--- src/rtl/inst_queue_if.sv ---
// Fetch/dispatch handshake bundle for the instruction queue.
// The queue sits on the slave modport. The fetch/dispatch side (or a bench) sits on the master modport.
interface inst_queue_if #(
  parameter int DEPTH = 6
);
  localparam int CNT_W = $clog2(DEPTH + 1);

  logic             enq_valid;
  logic             enq_ready;
  logic [31:0]      enq_pc;
  logic [31:0]      enq_inst;
  logic             enq_pred_taken;
  logic             deq_valid;
  logic             deq_ready;
  logic [31:0]      deq_pc;
  logic [31:0]      deq_inst;
  logic             deq_pred_taken;
  logic [CNT_W-1:0] count;

  modport master (
    output enq_valid, enq_pc, enq_inst, enq_pred_taken, deq_ready,
    input  enq_ready, deq_valid, deq_pc, deq_inst, deq_pred_taken, count
  );

  modport slave (
    input  enq_valid, enq_pc, enq_inst, enq_pred_taken, deq_ready,
    output enq_ready, deq_valid, deq_pc, deq_inst, deq_pred_taken, count
  );
endinterface

--- src/rtl/inst_queue.sv ---
// Circular instruction queue between fetch and dispatch.
// It holds {pc, inst, pred_taken} per entry. The head is presented with first-word fall-through.
// A flush empties the queue in one cycle. Pointers wrap explicitly so DEPTH need not be a power of two.
module inst_queue #(
  parameter int DEPTH = 6
) (
  input  logic          clk,
  input  logic          rst,
  input  logic          i_flush,
  inst_queue_if.slave   q
);
  localparam int PTR_W = $clog2(DEPTH);
  localparam int CNT_W = $clog2(DEPTH + 1);

  logic [PTR_W-1:0] r_wptr;
  logic [PTR_W-1:0] r_rptr;
  logic [CNT_W-1:0] r_cnt;

  logic [31:0]      r_memPc   [DEPTH];
  logic [31:0]      r_memInst [DEPTH];
  logic             r_memPred [DEPTH];

  logic             w_full;
  logic             w_empty;
  logic             w_doEnq;
  logic             w_doDeq;
  logic [PTR_W-1:0] w_wptrNext;
  logic [PTR_W-1:0] w_rptrNext;

  // Explicit wrap at DEPTH-1. A plain increment would walk into unused indices when DEPTH is not 2^n.
  function automatic logic [PTR_W-1:0] advance(input logic [PTR_W-1:0] ptr);
    return (ptr == PTR_W'(DEPTH - 1)) ? '0 : ptr + PTR_W'(1);
  endfunction

  assign w_full     = (r_cnt == CNT_W'(DEPTH));
  assign w_empty    = (r_cnt == '0);
  assign w_doEnq    = q.enq_valid & ~w_full;
  assign w_doDeq    = q.deq_ready & ~w_empty;
  assign w_wptrNext = advance(r_wptr);
  assign w_rptrNext = advance(r_rptr);

  assign q.enq_ready      = ~w_full;
  assign q.deq_valid      = ~w_empty;
  assign q.deq_pc         = r_memPc[r_rptr];
  assign q.deq_inst       = r_memInst[r_rptr];
  assign q.deq_pred_taken = r_memPred[r_rptr];
  assign q.count          = r_cnt;

  // Pointer and occupancy bookkeeping. Flush wins over any enqueue or dequeue in the same cycle.
  always_ff @(posedge clk or posedge rst) begin
    if (rst) begin
      r_wptr <= '0;
      r_rptr <= '0;
      r_cnt  <= '0;
    end else if (i_flush) begin
      r_wptr <= '0;
      r_rptr <= '0;
      r_cnt  <= '0;
    end else begin
      if (w_doEnq) r_wptr <= w_wptrNext;
      if (w_doDeq) r_rptr <= w_rptrNext;
      if (w_doEnq && !w_doDeq)
        r_cnt <= r_cnt + CNT_W'(1);
      else if (!w_doEnq && w_doDeq)
        r_cnt <= r_cnt - CNT_W'(1);
    end
  end

  // Entry storage has no reset. Its contents only matter once the counter says they are valid.
  always_ff @(posedge clk) begin
    if (w_doEnq && !i_flush) begin
      r_memPc[r_wptr]   <= q.enq_pc;
      r_memInst[r_wptr] <= q.enq_inst;
      r_memPred[r_wptr] <= q.enq_pred_taken;
    end
  end
endmodule

--- src/flat_wrapper.sv ---
// flat-port wrapper written by rule: the top's interface ports become plain ports
module inst_queue_flat 
#(
  parameter int DEPTH = 6
)
  (clk, rst, i_flush, q_enq_valid, q_enq_pc, q_enq_inst, q_enq_pred_taken, q_deq_ready, q_enq_ready, q_deq_valid, q_deq_pc, q_deq_inst, q_deq_pred_taken, q_count);
  inst_queue_if #(.DEPTH(DEPTH)) q_i ();
  input  logic clk;
  input  logic rst;
  input  logic i_flush;
  input wire logic [$bits(q_i.enq_valid)-1:0] q_enq_valid;
  input wire logic [$bits(q_i.enq_pc)-1:0] q_enq_pc;
  input wire logic [$bits(q_i.enq_inst)-1:0] q_enq_inst;
  input wire logic [$bits(q_i.enq_pred_taken)-1:0] q_enq_pred_taken;
  input wire logic [$bits(q_i.deq_ready)-1:0] q_deq_ready;
  output wire logic [$bits(q_i.enq_ready)-1:0] q_enq_ready;
  output wire logic [$bits(q_i.deq_valid)-1:0] q_deq_valid;
  output wire logic [$bits(q_i.deq_pc)-1:0] q_deq_pc;
  output wire logic [$bits(q_i.deq_inst)-1:0] q_deq_inst;
  output wire logic [$bits(q_i.deq_pred_taken)-1:0] q_deq_pred_taken;
  output wire logic [$bits(q_i.count)-1:0] q_count;
  assign q_i.enq_valid = q_enq_valid;
  assign q_i.enq_pc = q_enq_pc;
  assign q_i.enq_inst = q_enq_inst;
  assign q_i.enq_pred_taken = q_enq_pred_taken;
  assign q_i.deq_ready = q_deq_ready;
  assign q_enq_ready = q_i.enq_ready;
  assign q_deq_valid = q_i.deq_valid;
  assign q_deq_pc = q_i.deq_pc;
  assign q_deq_inst = q_i.deq_inst;
  assign q_deq_pred_taken = q_i.deq_pred_taken;
  assign q_count = q_i.count;
  inst_queue #(.DEPTH(DEPTH)) u_core (.clk(clk), .rst(rst), .i_flush(i_flush), .q(q_i));
endmodule
--- config.mk ---
export PLATFORM = sky130hd
export DESIGN_NAME = inst_queue_flat
export DESIGN_NICKNAME = d
export VERILOG_FILES = /design/src/rtl/inst_queue_if.sv /design/src/rtl/inst_queue.sv /design/src/flat_wrapper.sv
export SDC_FILE = /design/constraint.sdc
export NUM_CORES = 1
export LEC_CHECK = 0
export ABC_AREA = 1
export CAP_MARGIN = 5
export CORE_MARGIN = 1
export CORE_UTILIZATION = 45
export CTS_BUF_LIST = sky130_fd_sc_hd__clkbuf_8
export DETAILED_ROUTE_END_ITERATION = 7
export PLACE_DENSITY = 0.62
export SYNTH_ARGS = -nofsm -noshare
export SYNTH_HDL_FRONTEND = slang
export SYNTH_SLANG_ARGS = --single-unit
--- constraint.sdc ---
create_clock -name clk -period 8.2 [get_ports clk]
set_clock_uncertainty 0.2 [all_clocks]
set_input_delay 1.23 -clock clk [delete_from_list [all_inputs] [get_ports clk]]
set_output_delay 1.23 -clock clk [all_outputs]
set_load 0.01 [all_outputs]
After elaboration in Yosys (flattened, before gate mapping)
Memory sizes are Yosys's and may differ from the RTL's.
Index checks and enable logic that the tools add are counted.
Word-level totals
  flip-flop bits (word level): 9
  bits of input ports: 70
  output and inout bits: 70
  RAM bits: 390
  memories kept: 3
  logic and storage cells: 38
Memory list
  u_core.r_memInst: depth 6, width 32, read ports 1, clocked after memory_dff 0, write ports 1, RTL line inst_queue.sv:20  | logic [31:0] r_memInst [DEPTH];
  u_core.r_memPc: depth 6, width 32, read ports 1, clocked after memory_dff 0, write ports 1, RTL line inst_queue.sv:19  | logic [31:0] r_memPc [DEPTH];
  u_core.r_memPred: depth 6, width 1, read ports 1, clocked after memory_dff 0, write ports 1, RTL line inst_queue.sv:21  | logic r_memPred [DEPTH];
Operators by class
  reductions and logical operators: 10
  add/subtract/negate cells: 4
  equal/unequal tests: 3
  multiplexer cells: 11
  bitwise logic cells: 4
Operators by type and width (count)
  3-bit two-way mux: 9
  3-bit by 1-bit adder with 3-bit output (second input constant): 3
  3-bit equality test (second input constant): 3
  2-bit nonzero test: 2
  1-bit logical AND: 3
  1-bit logical NOT: 3
  3-bit logical NOT: 1
  3-bit nonzero test: 1
  3-bit by 1-bit subtractor with 3-bit output (second input constant): 1
  1-bit bitwise AND: 2
  1-bit two-way mux: 2
  1-bit inverter: 2

Longest topological paths before layout
Gate-level depths: netlist (run 1).
  depth after elaboration: 8
  depth in mapped cells: 11
  depth with buffers taken out: 11

Worst setup path before layout (run 1)
Ideal clock, no wire load.
  path type: input port to flip-flop
  from: input port q_enq_valid
  to: memory u_core.r_memInst[4][0] (enable)
  data arrival time: 5952 ps
  slack: 1480 ps
  required time: 7432 ps
  setup time: 568 ps
  cell stages on the path: 4
  path through: nand2_1 nor2_1 nand2_1 nor3_1
On the way
  cells in the longest elaborated chain, start to end: 4
Ends and longest elaborated chain
  from (decl): RTL line flat_wrapper.sv:11  | input wire logic [$bits(q_i.enq_valid)-1:0] q_enq_valid;
  1-bit bitwise AND: RTL line inst_queue.sv:37  | assign w_doEnq = q.enq_valid & ~w_full;
  1-bit logical AND: RTL line inst_queue.sv:71  | if (w_doEnq && !i_flush) begin
  1-bit two-way mux: RTL line inst_queue.sv:71
  1-bit two-way mux (implied by the code): RTL line inst_queue.sv:73  | r_memInst[r_wptr] <= q.enq_inst;
  to (decl): RTL line inst_queue.sv:20
Every way passes these cells.

Final worst setup path (run 1)
  from: register u_core.r_rptr[0]
  to: output port q_deq_pc[0]
On the way
  cells in the longest elaborated chain, start to end: 1
Ends and longest elaborated chain
  from (decl): RTL line inst_queue.sv:16  | logic [PTR_W-1:0] r_rptr;
  from (signal assigned): RTL line inst_queue.sv:61  | if (w_doDeq) r_rptr <= w_rptrNext;
  memory read 6 x 32 bit
  to (decl): RTL line flat_wrapper.sv:18  | output wire logic [$bits(q_i.deq_pc)-1:0] q_deq_pc;
Every way passes these cells.

==> impl_metrics.toml, run 1 <==
[yosys]
ys_seq_area_frac = 0.770
synth_edf_count = 390
synth-async-reset-ratio = 0.0226
synth_nets = 1199
avgSynthCellArea_um2 = 13.7
yosys_warnings = 0
ys_seq_elements = 399
yosysUniqueCellTypes = 26
synthesis.area_mm2 = 0.0155
synthFlopType = "edfxtp_1"
synthCells = 1128

[finish]
final-instance-count-excl-fill = 1776
drive_gt1_frac = 0.0980
final_common_cell = "edfxtp_1"
design_area_mm2 = 0.0184
nets = 1352
fin_util = 0.546
final_cell_mix = "edfxtp_1, nand2_1, o21ai_0"
area_growth_syn_to_layout_pct = 18.7

[critical_path]
cp-start-kind = "register"
required_ns = 6.77
critPathCaptureType = "output pin"
r2r_end = "u_core.r_memPc[1][25]"
crit_top_cell = "nand2_1"
crit_path_max_incr_delay_ns = 0.92
cp_max_fo = 39
rrSetupSlack_ns = 4.99
path_buf_inv = 2
rr_worst_depth = 7
reg2reg_from = "u_core.q.count[0]"
cp_slowest_cell = "nor2_4"
cpLargestDelayFamily = "buffers and inverters"
arrival_ns = 3.71
path_cells = "nor2_4 -> buf_4 -> nand2_1 -> o211ai_1 -> nand2_1 -> o21ai_0 -> clkdlybuf4s50_1"
cp.depth = 7
cp-endpoint = "q_deq_pc[0]"
worstSetupStartpoint = "u_core.r_rptr[0]"
critPathKind = "reg -> out"

[clocking]
clk_latency_ns = 0.58
cts_resized = 0
cts.path.max_buffers = 3
post_cts_buffers = 0
cts.sinks = 399
cts-htree-levels = 3
path_clk_slew_ns = 0.06
cts_tree = "yes"
numCtsBuffers = 66
cts_root_buf = "clkbuf_8"
holdBufCountCts = 0

[power_and_ir_drop]
ir_drop_uv = 153
p_per_area_mw_per_mm2 = 278
finalPower_mw = 5.12
p_leak_nw = 6.05

[sta]
setup_viol = 0
setup_slack_ns = 3.06
period_share = 0.627
relSlewSlack = 0.259
final_hold_viol_count = 0
finalMaxSlewViolations = 0
worst_hold_slack_ns = 0.310
worstMarginPinSlew_ns = 1.11
period_minus_slack_ns = 5.14
rsz0062_at_grt = "no"
setup_tns_ns = 0
fmaxAchievable_ghz = 0.195

[detailed_routing]
wl_per_cell_um = 19.5
drc = 0
wirelength_um = 34700
vias_per_cell = 5.43
ant_nets = 0
dr.pass1.iters = 4
drt_iter0_drc = 728
vias = 9647

[floorplan]
io_pins = 140
dieArea_mm2 = 0.0352
dieHeight_um = 188
initial_core_util = 0.460
die_x_um = 188
coreArea_mm2 = 0.0337
rows = 67

[placement]
io_buffers = 139
place.gp.congestion = 0.731
dp_hpwl_um = 17700
pre_cts_slack_ns = 3.59
post_dp_cell_area_mm2 = 0.0172
placed_cells = 1661

[global_route]
grt_start_max_net_pins = 85
grt_pass1_vias = 9688
grt_usage = 0.198
grt_overflow = 0
grt_pass1_wl_um = 53900
antenna_found_initial = 2

[run_status]
status = "finished clean"

[min_path]
hp-start = "u_core.r_wptr[2]"
min_path_type = "reg -> reg"

[flow_run]
drv_cap = 0
routing by layer:
metal | part of all wire | vias to the layer above | global-route usage
met5 | 0.00038 | - | 0
met4 | 0.016 | 2 | 0.0604
met3 | 0.064 | 46 | 0.0447
met2 | 0.48 | 291 | 0.325
met1 | 0.44 | 4836 | 0.264
li1 | - | 4472 | -
logic make-up (layout without fill, tap and decap cells):
group	Yosys count	in the layout	share of synthesized area
simple gates	375	375	0.0990
buf+inv	84	283	0.0291
compound gates	268	268	0.100
xor+xnor	1	1	0.000565
fa+ha+maj	1	1	0.00129
flops	399	399	0.770
other cells	0	1	0
worst reg2reg max path, cell delays in order (launching register included):
cell and delay (ns):
dfrtp_1 0.38, inv_1 0.12, nand3_1 0.11, nand2_1 0.11, nor2_1 0.18, nand2_1 0.22
nor2_4 0.82, buf_4 0.68
cell usage after synthesis, types with 2 or more instances:
cell type  count  share of area
nor3_1         2        0.00065
o211ai_1      55          0.027
o21ai_0      146          0.047
o211ai_2      10         0.0081
a21oi_1        3        0.00097
buf_6         11         0.0080
nor2_2        10         0.0040
buf_4          2        0.00097
o21ai_1       54          0.017
dfrtp_1        9          0.015
nand2_1      160          0.039
clkbuf_1      33         0.0080
nand3_1       69          0.022
inv_1         11         0.0027
buf_1          3        0.00073
buf_2         21         0.0068
nor2_1       131          0.032
edfxtp_1     390           0.76
where the power goes:
| group | internal [mW] | switching (mW) | leakage [nW] | total, mW |
|---|---|---|---|---|
| registers | 2.30 | 0.0356 | 3.64 | 2.34 |
| logic | 0.506 | 0.705 | 1.76 | 1.21 |
| clock network | 0.800 | 0.765 | 0.655 | 1.57 |
how the worst min path moves through the flow:
stage | depth (start not counted) | slack (ns) | end
detailed placement | 2 | 0.30 | u_core.r_wptr[2]
finish | 2 | 0.31 | u_core.r_wptr[2]
floorplan | 2 | 0.27 | u_core.r_wptr[2]
CTS | 2 | 0.32 | u_core.r_wptr[2]
global route | 2 | 0.34 | u_core.r_wptr[2]
global placement | 2 | 0.29 | u_core.r_wptr[2]
registers in the layout, indices dropped and copies added (netlist names):
| signal | count |
|---|---|
| u_core.r_memInst | 192 |
| u_core.r_memPc | 192 |
| u_core.r_memPred | 6 |
| u_core.q.count | 3 |
| u_core.r_rptr | 3 |
| u_core.r_wptr | 3 |
cell type report:
type,count,area (um2)
Fill cell,2821,15300
Inverter,13,51.3
Sequential cell,399,11900
Tap cell,448,561
Antenna cell,1,2.50
Clock buffer,67,922
Multi-Input combinational cell,645,3160
Clock inverter,47,253
Timing Repair Buffer,156,1520
No activity file was read; power rests on OpenSTA's default activity.
==> inputs of run 2 (changes only) <==
Clock period 8.2 ns to 5.31 ns, I/O delays scaled along.
==> impl_metrics.toml, run 2 (same netlist as run 1, synthesis figures left out) <==
[run_status]
status = "finished clean"

[detailed_routing]
wl_per_cell_um = 19.6
vias = 9513
ant_nets = 0
dr.pass1.iters = 4
wirelength_um = 35000
vias_per_cell = 5.33
drt_iter0_drc = 755
drc = 0

[sta]
worstMarginPinSlew_ns = 0.969
rsz0062_at_grt = "no"
relSlewSlack = 0.352
final_hold_viol_count = 0
setup_viol = 0
period_minus_slack_ns = 4.41
fmaxAchievable_ghz = 0.227
finalMaxSlewViolations = 0
period_share = 0.830
setup_tns_ns = 0

[critical_path]
cp.depth = 6
crit_path_max_incr_delay_ns = 0.93
worstSetupStartpoint = "u_core.r_rptr[0]"
critPathKind = "reg -> out"
cp-start-kind = "register"
cp_max_fo = 130
crit_top_cell = "o21ai_0"
r2r_end = "u_core.r_memPc[5][3]"
cp_slowest_cell = "dfrtp_4"
path_buf_inv = 2
cp-endpoint = "q_deq_pred_taken"
rr_worst_depth = 7
path_cells = "buf_12 -> o21ai_0 -> o211ai_1 -> nand2_1 -> o21ai_0 -> clkdlybuf4s50_1"
cpLargestDelayFamily = "buffers and inverters"
critPathCaptureType = "output pin"
arrival_ns = 3.41
required_ns = 4.31
reg2reg_from = "u_core.q.count[0]"
rrSetupSlack_ns = 2.35

[finish]
n_fill_cell = 2831
area_growth_syn_to_layout_pct = 19.5
final_common_cell = "edfxtp_1"
multi_input_area_mm2 = 0.00317
drive_gt1_frac = 0.100
nets = 1359
final_cell_mix = "edfxtp_1, nand2_1, o21ai_0"
register_area_mm2 = 0.0119
reg.largest.list = "u_core.r_memInst (192), u_core.r_memPc (192), u_core.r_memPred (6)"

[floorplan]
rows = 67
initial_core_util = 0.460
dieHeight_um = 188
io_pins = 140
die_x_um = 188
coreArea_mm2 = 0.0337
dieArea_mm2 = 0.0352

[global_route]
grt_pass1_vias = 9746
grt_pass1_wl_um = 54800
antenna_found_initial = 1
grt_usage = 0.201
grt_start_max_net_pins = 131
grt_overflow = 0

[power_and_ir_drop]
ir_drop_uv = 260
p_per_area_mw_per_mm2 = 426
finalPower_mw = 7.90
intPower_mw = 5.58
swShare = 0.293
share_comb_of_total_power = 0.237
p_leak_nw = 6.15
netSwitchingPower_mw = 2.31
pwr-share-clk = 0.302
seqPwrFrac = 0.461

[clocking]
cts.sinks = 399
clk_latency_ns = 0.58
holdBufCountCts = 0
post_cts_buffers = 0
cts_resized = 0
cts.path.max_buffers = 3
numCtsBuffers = 67
cts_root_buf = "clkbuf_8"
cts-htree-levels = 3
cts_tree = "yes"
path_clk_slew_ns = 0.06

[placement]
place.gp.congestion = 0.726
io_buffers = 139
dp_hpwl_um = 18600

[flow_run]
drv_cap = 0

[min_path]
min_path_type = "in -> async"
run 2: cell types whose count changed in the layout (fill, tap and decap cells not counted):
cell        delta
clkinv_8       -1
clkinv_2       -1
nor3_2         -2
inv_8          -2
clkinvlp_4     -2
inv_1         +10
inv_6          +2
bufinv_16      -1
clkbuf_8       +3
nor3_4         +2
clkinv_1       -5
buf_12         +6
run 2: cell type report:
class,instances,area share
tap,448,0.0302
clock inverter,47,0.0108
clock buffer,70,0.0520
sequential,399,0.644
timing repair buffer,162,0.0885
inverter,13,0.00277
multi-input combinational,645,0.171
antenna,1,0.000135
run 2: worst reg2reg max path: stages, from the launching register on:
cell     delay, ns
dfrtp_1       0.39
inv_1         0.13
nand3_1       0.11
nand2_1       0.10
nor2_1        0.16
nand2_1       0.24
nor3_4        0.81
buf_4         0.46
run 2: metal layers:
metal  GRT usage  vias up  share of wire
met3      0.0389       56          0.050
met1       0.260     4723           0.44
met5           0        -              0
li1            -     4480              -
met4      0.0660        0          0.018
met2       0.342      254           0.50
run 2: how the worst min path moves through the flow:
stage                                    to  slack [ns]
after floorplan            u_core.r_wptr[2]        0.27
after global placement     u_core.r_wptr[2]        0.29
after detailed placement   u_core.r_wptr[2]        0.30
after CTS                 u_core.q.count[0]        0.29
after global routing       u_core.r_wptr[2]        0.33
final                     u_core.q.count[0]        0.30
run 2: through the flow:
stage               hold WS (ns)  area [um2]  worst slack (ns)  instances  utilization
floorplan                  0.266       15500             0.784       1128            -
global placement           0.289       17400              1.44       1667        0.515
detailed placement         0.298       17400              1.44       1667        0.515
CTS                        0.287       18500             0.815       1784        0.550
global route               0.329       18500             0.678       1784        0.550
finish                     0.299       18500             0.901       1785        0.550
run 2: power groups by stage:
stage          registers [mW]  clock network, mW  logic, mW
6_report                 3.64               2.38       1.87
5_1_grt                  3.65               2.58       2.06
4_1_cts                  3.64               2.44       1.91
3_5_place_dp             3.71                  0       1.90
3_3_place_gp             3.70                  0       1.89
2_1_floorplan            3.66                  0       1.07
